===== config.mk =====
export PLATFORM = sky130hd
export DESIGN_NAME = rst_seq_sync
export DESIGN_NICKNAME = d
export VERILOG_FILES = /design/src/rtl/rst_seq_pkg.sv /design/src/rtl/rst_sync_cell.sv /design/src/rtl/rst_seq_sync.sv
export SDC_FILE = /design/constraint.sdc
export NUM_CORES = 1
export LEC_CHECK = 0
export BUFFER_PORTS_ARGS = -buffer_cell sky130_fd_sc_hd__buf_2
export CORE_UTILIZATION = 60
export CTS_CLUSTER_SIZE = 20
export DETAILED_ROUTE_END_ITERATION = 8
export PLACE_DENSITY = 0.8
export SYNTH_ARGS = -nofsm -noshare
export SYNTH_HDL_FRONTEND = slang
export SYNTH_SLANG_ARGS = --single-unit

===== constraint.sdc =====
create_clock -name clk -period 4.5 [get_ports clk]
set_clock_uncertainty 0.05 [all_clocks]
set_input_delay 0.9 -clock clk [delete_from_list [all_inputs] [get_ports clk]]
set_output_delay 0.9 -clock clk [all_outputs]
set_load 0.01 [all_outputs]

===== src/rtl/rst_seq_pkg.sv =====
// Shared types and sizing helpers for the reset sequencer.
package rst_seq_pkg;

    typedef enum logic [1:0] {
        HOLD    = 2'd0,
        STRETCH = 2'd1,
        RELEASE = 2'd2,
        DONE    = 2'd3
    } rst_seq_state_t;

    // Wide enough to hold the larger of the two cycle counts.
    function automatic int cnt_width(input int min_assert, input int gap);
        int m;
        m = (min_assert > gap) ? min_assert : gap;
        return $clog2(m + 1);
    endfunction

endpackage


===== src/rtl/rst_sync_cell.sv =====
// Reset synchroniser: asynchronous assert, release after NO_OF_SYNC_STAGES clk edges.
module rst_sync_cell #(
    parameter int NO_OF_SYNC_STAGES = 2
) (
    input  logic clk,
    input  logic rst_async_n,
    output logic sync_ok
);

    logic [NO_OF_SYNC_STAGES-1:0] sync_q;

    always_ff @(posedge clk or negedge rst_async_n) begin
        if (!rst_async_n) begin
            sync_q <= '0;
        end else begin
            sync_q <= {sync_q[NO_OF_SYNC_STAGES-2:0], 1'b1};
        end
    end

    assign sync_ok = sync_q[NO_OF_SYNC_STAGES-1];

endmodule


===== src/rtl/rst_seq_sync.sv =====
// Multi-channel reset synchroniser and in-order release sequencer.
// Optional software re-sequence from DONE is built when RST_SEQ_SW_RST_EN is defined.
module rst_seq_sync
    import rst_seq_pkg::*;
#(
    parameter int NO_OF_SYNC_STAGES = 2,
    parameter int NUM_CHANNELS      = 4,
    parameter int MIN_ASSERT_CYCLES = 16,
    parameter int RELEASE_GAP       = 8
) (
    input  logic                    clk,
    input  logic                    rst_async_n,
    output logic [NUM_CHANNELS-1:0] rst_sync_n,
    output logic                    rst_done
`ifdef RST_SEQ_SW_RST_EN
    ,
    input  logic                    sw_rst_req,
    output logic                    sw_rst_ack
`endif
);

    localparam int CW = cnt_width(MIN_ASSERT_CYCLES, RELEASE_GAP);
    localparam int IW = (NUM_CHANNELS > 1) ? $clog2(NUM_CHANNELS) : 1;

    logic                    sync_ok;
    rst_seq_state_t          state_q, state_d;
    logic [CW-1:0]           cnt_q, cnt_d;
    logic [IW-1:0]           idx_q, idx_d, idx_nxt;
    logic [NUM_CHANNELS-1:0] rst_q, rst_d;
    logic                    done_q, done_d;
    logic                    ack_q, ack_d;

    rst_sync_cell #(
        .NO_OF_SYNC_STAGES(NO_OF_SYNC_STAGES)
    ) u_sync (
        .clk        (clk),
        .rst_async_n(rst_async_n),
        .sync_ok    (sync_ok)
    );

    always_ff @(posedge clk or negedge rst_async_n) begin
        if (!rst_async_n) begin
            state_q <= HOLD;
            cnt_q   <= '0;
            idx_q   <= '0;
            rst_q   <= '0;
            done_q  <= 1'b0;
            ack_q   <= 1'b0;
        end else begin
            state_q <= state_d;
            cnt_q   <= cnt_d;
            idx_q   <= idx_d;
            rst_q   <= rst_d;
            done_q  <= done_d;
            ack_q   <= ack_d;
        end
    end

    assign idx_nxt = idx_q + 1'b1;

    always_comb begin
        state_d = state_q;
        cnt_d   = cnt_q;
        idx_d   = idx_q;
        rst_d   = rst_q;
        done_d  = done_q;
        ack_d   = 1'b0;
        case (state_q)
            HOLD: begin
                if (sync_ok) begin
                    state_d = STRETCH;
                    cnt_d   = '0;
                end
            end
            STRETCH: begin
                if (cnt_q == CW'(MIN_ASSERT_CYCLES - 1)) begin
                    cnt_d = '0;
                    idx_d = '0;
                    rst_d = NUM_CHANNELS'(1);
                    if (NUM_CHANNELS == 1) begin
                        state_d = DONE;
                        done_d  = 1'b1;
                    end else begin
                        state_d = RELEASE;
                    end
                end else begin
                    cnt_d = cnt_q + 1'b1;
                end
            end
            RELEASE: begin
                if (cnt_q == CW'(RELEASE_GAP - 1)) begin
                    cnt_d = '0;
                    idx_d = idx_nxt;
                    // Released channels form a thermometer code, so shifting in a one releases the next.
                    rst_d = (rst_q << 1) | NUM_CHANNELS'(1);
                    if (idx_nxt == IW'(NUM_CHANNELS - 1)) begin
                        state_d = DONE;
                        done_d  = 1'b1;
                    end
                end else begin
                    cnt_d = cnt_q + 1'b1;
                end
            end
            DONE: begin
`ifdef RST_SEQ_SW_RST_EN
                // Synchroniser is left alone: the clock domain is already live.
                if (sw_rst_req) begin
                    state_d = STRETCH;
                    cnt_d   = '0;
                    idx_d   = '0;
                    rst_d   = '0;
                    done_d  = 1'b0;
                    ack_d   = 1'b1;
                end
`endif
            end
            default: state_d = HOLD;
        endcase
    end

    assign rst_sync_n = rst_q;
    assign rst_done   = done_q;
`ifdef RST_SEQ_SW_RST_EN
    assign sw_rst_ack = ack_q;
`endif

endmodule


# == Word-level counts from Yosys, hierarchy flattened ==
# Index checks and enable logic that the tools add are counted.
# word_totals
elab_cells,39
ff_bits,16
input_bits,2
# classes
n_reduce_logical,7
addsub,2
eq_ne,9
mux,15
# ops
op,count
$mux 5,3
$pmux 5 s3,1
$mux 2,6
$mux 4,2
$pmux 4 s2,1
$ne 2x2->1 const B,3
$pmux 2 s3,1
$reduce_and 3->1,2
$add 5x1->5 const B,1
$eq 5x3->1 const B,1
$eq 5x4->1 const B,1
$reduce_and 5->1,1
$eq 2x2->1 const B,2
$pmux 2 s2,1
$reduce_bool 3->1,1
$add 2x1->2 const B,1
$eq 2x1->1 const B,1
$logic_not 2->1,1
$ne 2x1->1 const B,1
$reduce_and 2->1,1
$reduce_bool 2->1,1

# == Depth between registers and ports, before layout ==
# Gate-level depths: netlist of run 1.
# logic_depth
depth_word,5
depth_mapped,8

# == Cells and area by module ==
# Synthesis of run 1 repeated with hierarchy kept, for this count alone.
# unflattened
cells_unflattened,98
area_unflattened_um2,960.9
# by_module_without_submodules
module,cells_per_inst,instances,seq_area_each_um2,area_per_inst_um2
rst_seq_sync,95,1,350.3,907.1
rst_sync_cell,3,1,50.0,53.8

# == Worst setup path before layout of run 1 ==
# OpenSTA, ideal clock, no wires.
# synth_timing
path_type,reg2reg
start,reg cnt_q[0]
end,reg idx_q[0]
n_path_buf,0
required_time_ns,4.325
synth_period_minus_slack_ns,1.849
arrival_ns,1.674
path_stages_with_launch,9
path_slack_ns,2.651
cell_sequence,dfrtp_1 > ha_1 > nand3_1 > inv_1 > ha_1 > nor2b_1 > a21oi_4 > and2_1 > mux2_2
# synth_between
elab_chain_cells,3
elab_cells_between_ends,5
# synth_rtl
element,line_no,rtl
"start, declared",rst_seq_sync.sv:27,"logic [CW-1:0] cnt_q, cnt_d;"
"start signal, assigned",rst_seq_sync.sv:51,cnt_q <= cnt_d;
$eq 5x3->1 / $eq 5x4->1 (equally long branches),"rst_seq_sync.sv:91, rst_seq_sync.sv:76",
$ne 2x2->1 (no line),--,
$reduce_and 3->1 (no line) *,--,
"end signal, assigned",rst_seq_sync.sv:52,idx_q <= idx_d;
"end, declared",rst_seq_sync.sv:28,"logic [IW-1:0] idx_q, idx_d, idx_nxt;"
# Mark *: on every way between the ends. The rest lies on a longest branch, timed or not.
# A chain may end at the register's enable or synchronous reset.

# == Worst setup path after layout of run 1 ==
# Same ends and word-level chain as after synthesis.

==> impl_results.md, run 1 <==
* Result of the run: finished clean
* Share of post-route cells with drive strength above 1 at a little over a fifth
* Die width at 39.6 um
* Final #Nets at 96
* Clock latency reported for the late side of the worst-skew pair at 290 ps
* Number of buffers created by CTS at 3
* Synthesized netlist cell count at 74
* Number of slew-limit violations in the final report at 0
* Hold Startpoint: u_sync.sync_q[0]
* Startpoint-to-endpoint class of the critical path: reg -> reg
* Post-CTS Setup Repair Bufs at 0
* Critical-path maximum fanout at 6
* Per-cell via count in the routed design at roughly 5.5
* Die Outline Area at around 1600 um^2
* Filler cell count at just over 90
* Post-synthesis instance area at 847 um^2
* Sequential cell area fraction in the yosys report at 47.3%
* Dominant cells by area after synthesis: dfrtp_1 (47%), ha_1 (13%), a22o_1 (4.1%)
* Initial Utilization at 65.1%
* Detailed placer's ending HPWL at 1090 um
* Highest achievable clock rate at 0.496 GHz
* Unrepaired setup endpoints after global routing: false
* Total via count after detailed routing at 548
* Synthesized net count at 85
* Drc violations at 0
* Yosys top cell by area: dfrtp_1
* Post-route ant nets at 0
* Endpoint type of the worst setup path: flip-flop
* Startpoint of the lowest-slack register-to-register path: cnt_q[0]
* Minimum period implied by the final worst setup slack at 2020 ps
* Cell variety after synth at 28
* Total buffers and inverters traversed by the critical path at 1
* Number of synthesis warnings at 0
* Overflow left after global routing at 0
* DIE HEIGHT at 39.6 um
* Average cell area after synthesis at 11.4 um^2
* Kind of start point of the critical path: flip-flop
* H-tree levels at 1
* Fin Setup TNS at 0 ps
* Share of the core filled with cells at between 70% and 80%
* Number of violations reported at the end of detailed-routing iteration 0 at 10
* Worst supply voltage drop on vdd at 353 uV
* Antenna violations before repair at 0
* Count of flip-flops with a built-in enable after synthesis at 0
* FF+latch area at 400 um^2
* Top Ports at 7
* Leakage power total at roughly 0.00045 uW
* Dominant cell by count in the synthesized netlist: dfrtp_1
* Total global-route track usage at approximately 22%
* Synth Register Bits at 16
* Power per Cell Area at around 610 nW/um^2
* Max Buffers Root-to-Sink at 2
* Clock Root Buffer: clkbuf_4
* Library cell appearing most often on the critical path: ha_1
* Proportion of register bits with asynchronous set or reset after synthesis at 100%
* Final GP Congestion at 0.797
* Cell area after placement at between 800 and 900 um^2
* Required time of the critical path at 4630 ps
* Cell with the largest stage delay on the worst path: dfrtp_1
* First-pass GRT wire length at 2240 um
* Max cap viols at 0
* Power Total at 568 uW
* Number of search-and-repair iterations in the first detailed-routing pass at 4
* Finished Cell Area at ~930 um^2
* Largest incremental delay on the critical path at 420 ps
* Final setup violation count at 0
* Leading cell types by count after synthesis: dfrtp_1 (16), ha_1 (9), inv_1 (8)
* Final worst path period share at 44.8%
* Ordered list of cells on the worst path: ha_1 > nand3_1 > inv_1 > ha_1 > nor2b_1 > a21oi_4 > and2_1 > mux2_2
* Placeable core area at about 1300 um^2
* Cells resized by post-CTS repair at 0
* Critical Path Source: cnt_q[0]
* WL final at 1460 um
* Area growth from synthesis to layout at 10.0%
* CTS tree: built
* Wire per inst at 14.7 um
* Worst-path clk slew at 90 ps
* Final hold viol count at 0
* Core Rows at 13
* Number of inserted diodes at 0
* Worst hold path type: reg -> reg
* Via count of the first global-routing pass at 504
* Proportion of netlist area held by the largest area contributor at roughly 47%
* Critical Path AT at 2150 ps
* Most used flip-flop cell after synthesis: dfrtp_1
* Number of buffers inserted by hold repair at cts at 0
* Multi-input gate area in the final layout at 417 um^2
* Maximum number of pins on one net before global-route repair at 17
* Port Buffers at 6
* Total number of clock tree sinks at 16
* Family of cells with the greatest summed delay on the critical path: simple AND/OR/NAND/NOR gates
[cells by family (layout without fill, tap and decap cells)]
kind of cell,after synthesis,in the layout,synth area share (%)
AO/OA/AOI/OAI,18,18,16.5
adder cells (fa/ha/maj),9,9,13.3
buffers and inverters,8,18,3.55
flip-flops,16,16,47.3
multiplexers,3,3,4.28
other,1,1,0.443
AND/OR/NAND/NOR,19,19,14.6
[flip-flops by register name, indices dropped and copies added, names as in the netlist]
name	count
cnt_q	5
idx_q	2
rst_done	1
rst_sync_n	4
state_q	2
u_sync.sync_q	2
[report_power, final]
group	switching (uW)	leakage (uW)	internal, uW
sequential	28.9	0.000204	181
clock	45.9	0.0000210	49.3
combinational	149	0.000229	114
[metrics by stage]
| step | hold WS, ps | instances | worst slack [ps] |
|---|---|---|---|
| after detailed placement | 293 | 95 | 2510 |
| after CTS | 314 | 99 | 2490 |
| after floorplan | 281 | 74 | 2650 |
| after global placement | 284 | 95 | 2530 |
| after global routing | 325 | 99 | 2340 |
| final | 308 | 99 | 2480 |
[layout make-up]
type / count / share of cell area, %
sequential: 16 / 43.0
timing repair buffer: 6 / 3.22
tap: 15 / 2.01
multi-input combinational: 50 / 44.7
clock buffer: 4 / 3.89
inverter: 8 / 3.22
[layout by cell type, fill, tap and decap left out, drive strengths merged, types with 2 or more instances in the layout]
master / count
a21oi: 3
inv: 8
nand2b: 2
mux2: 2
o21ai: 6
dfrtp: 16
nand3: 4
ha: 9
buf: 6
nand2: 7
a22o: 4
clkbuf: 4
[routing by layer]
layer | vias up | GRT usage [%] | share of wire [%]
li1 | 278 | - | -
met1 | 262 | 28.5 | 49
met2 | 6 | 36.5 | 47
met3 | 2 | 5.11 | 2.8
met4 | 0 | 7.76 | 0.69
met5 | - | 0 | 0
[path summary, 6_finish.rpt]
path / end / slack, ps / depth (start not counted)
min in group asynchronous: cnt_q[2] / 460 / 1
hold reg to reg: u_sync.sync_q[1] / 310 / 0
setup reg to reg: idx_q[0] / 2480 / 8
setup / recovery: idx_q[0] / 2480 / 8
hold / removal: u_sync.sync_q[1] / 310 / 0
max in group asynchronous: rst_sync_n[2] / 3680 / 1
Note: power is estimated with default switching activity, not from simulation.
==> run 2: changes to the inputs <==
--- a/config.mk
+++ b/config.mk
@@ -6,10 +6,10 @@
 export NUM_CORES = 1
 export LEC_CHECK = 0
 export BUFFER_PORTS_ARGS = -buffer_cell sky130_fd_sc_hd__buf_2
-export CORE_UTILIZATION = 60
+export CORE_UTILIZATION = 50
 export CTS_CLUSTER_SIZE = 20
 export DETAILED_ROUTE_END_ITERATION = 8
-export PLACE_DENSITY = 0.8
+export PLACE_DENSITY = 0.71
 export SYNTH_ARGS = -nofsm -noshare
 export SYNTH_HDL_FRONTEND = slang
 export SYNTH_SLANG_ARGS = --single-unit
==> constraint.sdc (replaced) <==
create_clock -name clk -period 1.8 [get_ports clk]
set_clock_uncertainty 0.05 [all_clocks]
set_input_delay 0.36 -clock clk [delete_from_list [all_inputs] [get_ports clk]]
set_output_delay 0.36 -clock clk [all_outputs]
set_load 0.01 [all_outputs]
==> run 2 against run 1 <==
Against the previous run: combinational power rose to 3.0 times the previous value; sequential share of layout area fell by 3.7 points; clock-buffer cell count is 1 lower; clock power is 91% higher; flip-flop and latch count unchanged; first-iteration DRC count is 80% lower; cell area up 9.4%; critical endpoint unchanged; largest cell class unchanged; largest power group unchanged.
==> impl_results.md, run 2 (synthesis gave the netlist of run 1 again) <==
* Placeable core area at ~1500 um^2
* Most used cells in the layout excluding fill and tap cells: dfrtp_1 (16), buf_4 (9), inv_1 (8)
* Result of the run: finished clean
* Top Ports at 7
* Post-route ant nets at 0
* Per-cell via count in the routed design at 5.57
* Maximum number of pins on one net before global-route repair at 17
* Critical-path maximum fanout at 6
* Switch share at 38.7%
* Most common cell after layout, fill and taps aside: dfrtp_1
* Number of slew-limit violations in the final report at 0
* Minimum period implied by the final worst setup slack at 1750 ps
* Number of standard cells in the layout, taps in and fillers out at 109
* Area growth from synthesis to layout at 20.4%
* Power Total at 1490 uW
* Share of power burned in registers at 34.3%
* Number of buffers created by CTS at 3
* Library cell appearing most often on the critical path: ha_2
* Wire per inst at 13.9 um
* Max Buffers Root-to-Sink at 2
* Ordered list of cells on the worst path: ha_2 > nand3_2 > inv_1 > ha_2 > nor2b_2 > a21oi_4 > and2_4 > mux2_2
* Worst-path clk slew at roughly 90 ps
* WL final at 1510 um
* Endpoint type of the worst setup path: flip-flop
* Leakage power total at 0.000496 uW
* Finished Cell Area at slightly above 1000 um^2
* Initial Utilization at a little over half
* Clock network fraction of total power at 12.2%
* Die Outline Area at 1860 um^2
* Register bank with the most flops: cnt_q
* Core Rows at 14
* Net Sw Power at 579 uW
* Highest achievable clock rate at 0.572 GHz
* Cell with the largest stage delay on the worst path: dfrtp_1
* Overflow left after global routing at 0
* Clock Root Buffer: clkbuf_4
* FF+latch area at ~400 um^2
* Filler cell count at ~120
* Total via count after detailed routing at 607
* Detailed placer's ending HPWL at 1080 um
* Share of post-route cells with drive strength above 1 at 34.4%
* Die width at 43.2 um
* Number of search-and-repair iterations in the first detailed-routing pass at 2
* Number of instances in the placed design at 99
* Worst supply voltage drop on vdd at 804 uV
* Required time of the critical path at about 1900 ps
* Worst hold path type: reg -> reg
* Startpoint-to-endpoint class of the critical path: reg -> reg
* Antenna violations before repair at 0
* Unrepaired setup endpoints after global routing: true
* Max cap viols at 0
* Number of flip-flops in the largest register at 5
* Critical Path AT at 1870 ps
* Drc violations at 0
* First-pass GRT wire length at ~2600 um
* Number of violations reported at the end of detailed-routing iteration 0 at 2
* Kind of start point of the critical path: flip-flop
* Final GP Congestion at 0.824
* Via count of the first global-routing pass at between 600 and 700
* Number of cells on the worst reg-to-reg path at 8
* Final worst path period share at 97.2%
* Largest incremental delay on the critical path at around 400 ps
* CTS tree: built
* Port Buffers at 6
* Cell area after placement at approximately 920 um^2
* Number of inserted diodes at 0
* Post-placement setup slack at -39.0 ps
* Total number of clock tree sinks at 16
* Power per Cell Area at 1470 nW/um^2
* DIE HEIGHT at between 40 and 50 um
* Final #Nets at 106
* Worst setup margin at 50.7 ps
* Multi-input gate area in the final layout at 439 um^2
* Final setup violation count at 0
* Clock latency reported for the late side of the worst-skew pair at between 200 and 300 ps
* Total global-route track usage at 19.7%
* Internal power consumption at 916 uW
* Final hold viol count at 0
* Power share of the combinational group at 53.5%
* Cell depth of the worst min-delay path at 0
* H-tree levels at 1
[run 2: power groups by stage]
stage	combinational [uW]	sequential (uW)	clock (uW)
global route	870	526	205
CTS	730	513	191
floorplan	506	529	0
global placement	648	521	0
detailed placement	669	527	0
finish	799	513	182
[run 2: final timing paths]
kind,start,end,slack (ps)
min,u_sync.sync_q[0],u_sync.sync_q[1],310
min reg2reg,u_sync.sync_q[0],u_sync.sync_q[1],310
max,cnt_q[1],idx_q[0],50
min in group asynchronous,rst_async_n,cnt_q[2],460
max reg2reg,cnt_q[1],idx_q[0],50
max in group asynchronous,rst_async_n,rst_sync_n[0],980
[run 2: timing repair]
action | CTS | global route
setup buffers | 3 | 3
setup endpoints to repair | 2 | 3
hold buffers | 1 | 0
endpoints found under the hold margin | 16 | 0
gates resized for setup | 1 | 3
pin swaps | 0 | 3
[run 2: final cells by class]
cell class | instances | area share, %
Inverter | 8 | 2.94
Timing Repair Buffer | 16 | 10.6
Tap cell | 16 | 1.96
Sequential cell | 16 | 39.3
Multi-Input combinational cell | 50 | 43.1
Clock buffer | 3 | 2.21
[run 2: through the flow]
stage	util (%)	TNS, ps	hold slack, ps
detailed placement	60.0	-39.0	240
global placement	60.0	0	237
global route	66.2	-54.4	326
CTS	63.7	0	311
finish	66.2	0	307
floorplan	-	0	14.4
[run 2: worst max-delay path: cells and delay by family (launching register included)]
kind                     cells  cell delay (ps)
buffers and inverters        1               50
AO/OA/AOI/OAI                1               70
flip-flops                   1              400
adder cells (fa/ha/maj)      2              360
AND/OR/NAND/NOR              3              460
multiplexers                 1              260
[run 2: layer usage]
layer	share of wire (%)	track usage, %	vias to the layer above	wire length [um]
li1	-	-	297	-
met1	50	23.6	303	748
met2	48	32.8	5	729
met3	1.5	3.83	2	22
met4	0.60	10.9	0	9
met5	0	0	-	0
